$ cat config.mk
export PLATFORM = sky130hd
export DESIGN_NAME = spi_config_master
export DESIGN_NICKNAME = d
export VERILOG_FILES = /design/src/rtl/fm_cfg_pkg.sv /design/src/rtl/spi_half_period_timer.sv /design/src/rtl/spi_config_master.sv
export SDC_FILE = /design/constraint.sdc
export NUM_CORES = 1
export LEC_CHECK = 0
export ABC_AREA = 1
export CORE_MARGIN = 2
export CORE_UTILIZATION = 58
export DETAILED_ROUTE_END_ITERATION = 12
export PLACE_DENSITY = 0.85
export SLEW_MARGIN = 25
export SYNTH_ARGS = -nofsm -noshare
export SYNTH_HDL_FRONTEND = slang
export SYNTH_SLANG_ARGS = --single-unit
$ cat constraint.sdc
create_clock -name clk -period 3.49 [get_ports clk]
set_clock_uncertainty 0.15 [all_clocks]
set_input_delay 0.5235 -clock clk [delete_from_list [all_inputs] [get_ports clk]]
set_output_delay 0.5235 -clock clk [all_outputs]
set_load 0.02 [all_outputs]
$ cat src/rtl/fm_cfg_pkg.sv
// fm_cfg_pkg: shared config-vector layout and SPI master state encoding.
package fm_cfg_pkg;
    localparam int N = 18;
    localparam int L = 12;
    localparam int D = 5;
    localparam int CFG_DW = N + L + D + 3 + 3 + 1;
    // Field LSB positions, override bit at the bottom, acc_inc at the top
    localparam int SPI_OVERRIDE_POS   = 0;
    localparam int I2S_WS_ALIGN_POS   = 1;
    localparam int AUDIO_CHAN_SEL_POS = 2;
    localparam int USB_I2SN_POS       = 3;
    localparam int DITH_FACT_POS      = 4;
    localparam int DAC_ENA_POS        = DITH_FACT_POS + D;
    localparam int DF_INC_POS         = DAC_ENA_POS + 3;
    localparam int ACC_INC_POS        = DF_INC_POS + L;
    localparam logic [2:0] S_IDLE   = 3'd0;
    localparam logic [2:0] S_LEAD   = 3'd1;
    localparam logic [2:0] S_SCK_HI = 3'd2;
    localparam logic [2:0] S_SCK_LO = 3'd3;
    localparam logic [2:0] S_TRAIL  = 3'd4;
    typedef enum logic [2:0] {
        IDLE   = S_IDLE,
        LEAD   = S_LEAD,
        SCK_HI = S_SCK_HI,
        SCK_LO = S_SCK_LO,
        TRAIL  = S_TRAIL
    } spi_state_t;
endpackage

$ cat src/rtl/spi_half_period_timer.sv
// spi_half_period_timer: counts 0..CLK_DIV-1 and ticks on the last count of each phase.
module spi_half_period_timer #(
    parameter int CLK_DIV = 4
) (
    input  logic clk,
    input  logic rst_n,
    input  logic clr,
    output logic tick
);
    localparam int CW = $clog2(CLK_DIV);
    logic [CW-1:0] cnt;
    assign tick = cnt == CW'(CLK_DIV - 1);
    always_ff @(posedge clk or negedge rst_n) begin
        if (!rst_n) cnt <= '0;
        else        cnt <= (clr || tick) ? '0 : cnt + 1'b1;
    end
endmodule

$ cat src/rtl/spi_config_master.sv
// spi_config_master: mode-0 SPI initiator writing one config vector and reading back the old one.
module spi_config_master
    import fm_cfg_pkg::*;
#(
    parameter int DW      = CFG_DW,
    parameter int CLK_DIV = 4
) (
    input  logic          clk,
    input  logic          rst_n,
    input  logic          start,
    input  logic [DW-1:0] cfg_data,
    output logic          busy,
    output logic          done,
    output logic [DW-1:0] rd_data,
    output logic          spi_clk,
    output logic          spi_csn,
    output logic          spi_mosi,
    input  logic          spi_miso
);
    localparam int BW = $clog2(DW);
    spi_state_t    state;
    logic          tick;
    logic [DW-2:0] tx_shift;
    logic [DW-1:0] rx_shift;
    logic [BW-1:0] bit_cnt;

    spi_half_period_timer #(.CLK_DIV(CLK_DIV)) u_timer (
        .clk  (clk),
        .rst_n(rst_n),
        .clr  (state == IDLE),
        .tick (tick)
    );

    // MSB already sits on spi_mosi, so tx_shift only holds the remaining bits
    always_ff @(posedge clk or negedge rst_n) begin
        if (!rst_n) begin
            state    <= IDLE;
            tx_shift <= '0;
            rx_shift <= '0;
            bit_cnt  <= '0;
            busy     <= 1'b0;
            done     <= 1'b0;
            rd_data  <= '0;
            spi_clk  <= 1'b0;
            spi_csn  <= 1'b1;
            spi_mosi <= 1'b0;
        end else begin
            done <= 1'b0;
            case (state)
                IDLE: if (start) begin
                    tx_shift <= cfg_data[DW-2:0];
                    spi_mosi <= cfg_data[DW-1];
                    spi_csn  <= 1'b0;
                    busy     <= 1'b1;
                    bit_cnt  <= '0;
                    state    <= LEAD;
                end
                LEAD, SCK_LO: if (tick) begin
                    rx_shift <= {rx_shift[DW-2:0], spi_miso};
                    spi_clk  <= 1'b1;
                    state    <= SCK_HI;
                end
                SCK_HI: if (tick) begin
                    spi_clk <= 1'b0;
                    if (bit_cnt == BW'(DW - 1)) begin
                        state <= TRAIL;
                    end else begin
                        tx_shift <= {tx_shift[DW-3:0], 1'b0};
                        spi_mosi <= tx_shift[DW-2];
                        bit_cnt  <= bit_cnt + 1'b1;
                        state    <= SCK_LO;
                    end
                end
                TRAIL: if (tick) begin
                    spi_csn  <= 1'b1;
                    spi_mosi <= 1'b0;
                    busy     <= 1'b0;
                    done     <= 1'b1;
                    rd_data  <= rx_shift;
                    state    <= IDLE;
                end
                default: state <= IDLE;
            endcase
        end
    end
endmodule
Word-level counts from Yosys, hierarchy flattened
Cells that the tools add are included.
W data, S select, Z words.
{ "classes": {"add_sub_neg": 2, "multipliers": 0, "div": 0, "order_cmp": 0, "n_eq_ne": 11, "shift": 0, "n_mux": 28, "bitwise_logic": 0, "n_reduce_logical": 14} }
{ "ops": {"columns": ["op", "count"], "rows": [
  ["$mux W41", 3],
  ["$pmux W41 S2", 1],
  ["$mux W6", 3],
  ["$mux W3", 5],
  ["$pmux W3 S4", 1],
  ["$pmux W6 S2", 1],
  ["$mux W1", 9],
  ["$reduce_and A4 Y1", 2],
  ["$add A6 B1 Y6 const B", 1],
  ["$eq A3 B2 Y1 const B", 2],
  ["$eq A6 B6 Y1 const B", 1],
  ["$ne A2 B1 Y1 const B", 3],
  ["$pmux W1 S2", 3],
  ["$reduce_and A3 Y1", 2],
  ["$reduce_bool A2 Y1", 3],
  ["$reduce_and A5 Y1", 1],
  ["$ne A2 B2 Y1 const B", 2],
  ["$reduce_and A2 Y1", 2],
  ["$eq A3 B1 Y1 const B", 1],
  ["$eq A3 B3 Y1 const B", 1],
  ["$logic_not A3 Y1", 1],
  ["$pmux W1 S3", 1],
  ["$reduce_bool A3 Y1", 1],
  ["$add A2 B1 Y2 const B", 1],
  ["other kinds (4)", 4]
]} }
{ "word_totals": {"regBits": 141, "latch_bits": 0, "ram_bits": 0, "rom_bits": 0, "inputBits": 46, "out_inout_bits": 47, "wordCells": 66, "n_memories": 0} }

Longest topological paths before layout
{ "logic_depth": {"word_depth": 4, "ltp_mapped": 12} }

By module
Synthesis repeated with hierarchy kept, for this count alone.
{ "hier_totals": {"cells_unflattened": 747, "hier_area_um2": 6129.6} }
{ "by_module_without_submodules": {"columns": ["module", "instances", "cells_per_inst", "area_each_um2", "seq_area_each_um2"], "rows": [
  ["spi_config_master", 1, 738, 6044.5, 3479.6],
  ["spi_half_period_timer", 1, 9, 85.1, 50.0]
]} }

Least setup slack after synthesis
No wires, ideal clock.
{ "synth_path": {"kind": "register to register", "start": "register bit_cnt[1]", "end": "register bit_cnt[0]", "setup_ns": 0.117, "arrival_ns": 1.325, "required_ns": 3.223, "setup_slack_ns": 1.898, "path_stages_with_launch": 12, "n_path_buf": 2, "synth_period_minus_slack_ns": 1.592, "cell_sequence": "dfrtp_1 inv_1 ha_1 nand2_1 inv_1 nand3_1 nand2_2 nand2_2 buf_4 buf_4 nand3_1 nand2_1"} }
{ "synth_via": {"elab_chain_cells": 3} }
{ "synth_lines": {"columns": ["item", "line_no", "source"], "rows": [
  ["from (decl)", "spi_config_master.sv:25", "logic [BW-1:0] bit_cnt;"],
  ["from (signal assigned)", "spi_config_master.sv:70", "bit_cnt <= bit_cnt + 1'b1;"],
  ["$eq A6 B6 Y1", "spi_config_master.sv:65", "if (bit_cnt == BW'(DW - 1)) begin"],
  ["$ne A2 B2 Y1 (no source line)", null, null],
  ["$reduce_and A4 Y1 (no source line)", null, null]
]} }
No other way between the ends.
A chain may end at the register's enable or synchronous reset.

Final worst setup path
{ "layout_path": {"start": "register state[1]", "end": "register rd_data[1]"} }
{ "layout_via": {"elab_chain_cells": 2} }
{ "layout_lines": {"columns": ["item", "line_no", "source"], "rows": [
  ["from (decl)", "spi_config_master.sv:21", "spi_state_t state;"],
  ["from (signal assigned)", "spi_config_master.sv:37", "state <= IDLE;"],
  ["from (signal assigned)", "spi_config_master.sv:56", "state <= LEAD;"],
  ["from (signal assigned)", "spi_config_master.sv:61", "state <= SCK_HI;"],
  ["$eq A3 B3 Y1", "spi_config_master.sv:49", "case (state)"],
  ["$reduce_and A2 Y1 (no source line)", null, null],
  ["to (signal assigned)", "spi_config_master.sv:79", "rd_data <= rx_shift;"],
  ["to (decl)", "spi_config_master.sv:14", "output logic [DW-1:0] rd_data,"]
]} }
No other way between the ends.

==> metrics.md <==
| Metric | Value |
|---|---|
| Outcome | finished, final reports clean |
| CP startpoint | state[1] |
| Logic pwr share | 0.257 |
| RSZ-0062 raised after global routing | false |
| Yosys reg bits | 141 |
| # setup viols final | 0 |
| GPL Wtd Cong | 0.803 |
| Fin worst setup slack | 1.03 ns |
| Switching share of power | 0.329 |
| Worst Path Required | 3.70 ns |
| Sequential area share after synthesis | 0.575 |
| HPWL after DPL | 7940 um |
| Int Power | 3760 uW |
| Die Span X | 107 um |
| First-pass GRT wire length | 21600 um |
| Average wire per standard cell | 13.2 um |
| Final setup TNS | 0 ns |
| Post-route cell area | 0.00773 sq mm |
| Worst R2R Setup Slack | 1.03 ns |
| Worst hold path startpoint | u_timer.cnt[0] |
| Distinct cells, synth | 22 |
| Std-Cell Rows | 37 |
| Max cap viols | 0 |
| Final period util | 0.704 |
| Hold Crit Depth | 1 |
| Most frequent cells in the layout | nand2_1, dfrtp_1, clkdlybuf4s50_1 |
| Wirelength, routed | 12800 um |
| Fin crit period | 2.46 ns |
| Slew Limit Headroom | 0.434 |
| Sequential share of power | 0.383 |
| Largest net degree at the start of global routing | 86 |
| Setup crit end | rd_data[1] |
| Worst setup path class | reg2reg |
| Root Buffer | clkbuf_8 |
| Synth Warn # | 0 |
| HP Class | reg2reg |
| Initial Util | 0.595 |
| Worst-path clk slew | 0.06 ns |
| DR pass1 iterations | 6 |
| Gr ovfl total | 0 |
| Initial antenna violation count | 0 |
| Clock share of power | 0.360 |
| CTS Sinks | 141 |
| Area delta synth->final | 25.9% |
| Syn_nets | 794 |
| PortBufs | 92 |
| Clock latency at the later pin of the worst-skew pair | 0.53 ns |
| Fin. max-slew vios | 0 |
| Crit path arrival time | 2.66 ns |
| Leading cell type in the layout, fill and taps excluded | nand2_1 |
| Pwr Density | 724 mW/mm^2 |
| Number of global-route vias before repair | 4803 |
| # IOs | 93 |
| Clk buf depth | 2 |
| Worst-path maximum fanout | 49 |
| Layout net count | 872 |
| CTS tree | done |
| Ratio of cells with drive above 1 in the final layout | 0.0623 |
| Total CTS buffers | 17 |
| GRT Overall Usage | 0.240 |
| Placed cell area | 0.00705 sq mm |
| Worst-Margin Slew | 0.847 ns |
| Core area | 0.0103 sq mm |
| # DRC | 0 |
| Design Power | 5600 uW |
| Leakage | 0.00375 uW |
| Pre-CTS setup slack | 1.12 ns |
| Final hold vios | 0 |
| Synth Cell Area | 0.00614 sq mm |
| Postcts setup bufs | 0 |
| Initial DRC Count | 353 |
| RR Startpoint | state[1] |
| Path depth of the worst reg2reg path | 5 |
| Cells after Synth | 745 |
| Vias per inst | 5.27 |
| Worst IR Drop VDD | 0.465 mV |
| Worst r2r dst | rd_data[1] |
| Vias | 5115 |
| Antenna cells | 0 |
| Max frequency | 407 MHz |
| H-Tree Depth | 4 |
| Startpoint types | register |
| Mean post-synth cell area | 8.24 sq um |
| Net Switching | 1840 uW |
| DIE AREA | 0.0114 sq mm |
| Critical path endpoint category | register |
| Die H | 107 um |
| Antenna-violating nets left | 0 |
[cells by family after synthesis]
group           count (synthesis)  share of synthesized area
buf+inv                       101                     0.0778
compound gates                 96                     0.0792
fa+ha+maj                       3                    0.00611
simple gates                  404                      0.262
flops                         141                      0.575
[sequential cells by signal, indices dropped and copies added, names as in the netlist, 2 cells and up]
signal       count
bit_cnt          6
tx_shift        41
rx_shift        42
rd_data         42
u_timer.cnt      2
state            3
[routing by layer]
| layer | track usage | vias to the layer above | wire length (um) |
|---|---|---|---|
| met2 | 0.387 | 164 | 6360 |
| met3 | 0.0559 | 29 | 699 |
| met5 | 0 | - | 0 |
| met1 | 0.315 | 2448 | 5510 |
| met4 | 0.0983 | 0 | 275 |
| li1 | - | 2474 | - |
[through the flow]
step,std cells,hold WS [ns],utilization
2_1_floorplan,745,0.0779,-
3_3_place_gp,939,0.270,0.683
3_5_place_dp,939,0.279,0.683
4_1_cts,971,0.311,0.749
5_1_grt,971,0.318,0.749
6_report,971,0.317,0.749
[area by class of cell]
type	count	area, sq um
Tap cell	136	170
Timing Repair Buffer	102	1000
Multi-Input combinational cell	503	2150
Fill cell	671	2590
Inverter	58	218
Sequential cell	141	3530
Clock inverter	10	210
Clock buffer	21	459
[worst min path at each step]
stage                     slack, ns              to
after floorplan                0.08      bit_cnt[0]
after global placement         0.27  u_timer.cnt[0]
after detailed placement       0.28  u_timer.cnt[0]
after CTS                      0.31  u_timer.cnt[0]
after global routing           0.32  u_timer.cnt[0]
final                          0.32  u_timer.cnt[0]
[repair_timing]
| item | CTS | global route |
|---|---|---|
| hold buffers | 1 | 0 |
| gates resized for setup | 0 | 0 |
| endpoints found under the hold margin | 64 | 0 |
[worst max-delay path: stages (launching register included)]
cell and delay [ns]:
dfrtp_1 0.43, nor2_2 0.27, nand3_2 0.69, buf_4 0.52, nand2_1 0.09, o21ai_0 0.12
[power by group through the flow]
stage / combinational (uW) / sequential, uW / clock [uW]
after floorplan: 1190 / 2130 / 0
after global placement: 1350 / 2140 / 0
after detailed placement: 1420 / 2150 / 0
after CTS: 1440 / 2140 / 2040
after global routing: 1630 / 2180 / 2120
final: 1440 / 2140 / 2020
[cells in the mapped netlist]
cell type,n,area share
dfrtp_1,140,0.57
ha_1,3,0.0061
buf_6,7,0.013
inv_2,2,0.0012
a21oi_1,3,0.0024
nor2_2,2,0.0020
o21ai_0,90,0.073
nor2_1,17,0.010
dfstp_2,1,0.0043
buf_4,6,0.0073
nand3_1,53,0.043
buf_2,19,0.015
o21ai_2,1,0.0014
clkbuf_1,11,0.0067
nand2_1,323,0.20
a21boi_0,1,0.0012
nand4_1,1,0.0010
nand3b_1,2,0.0024
nor3_1,2,0.0016
inv_1,56,0.034
nand2_2,4,0.0041
o21ai_1,1,0.00081
Power figures use the tool's default switching activity.
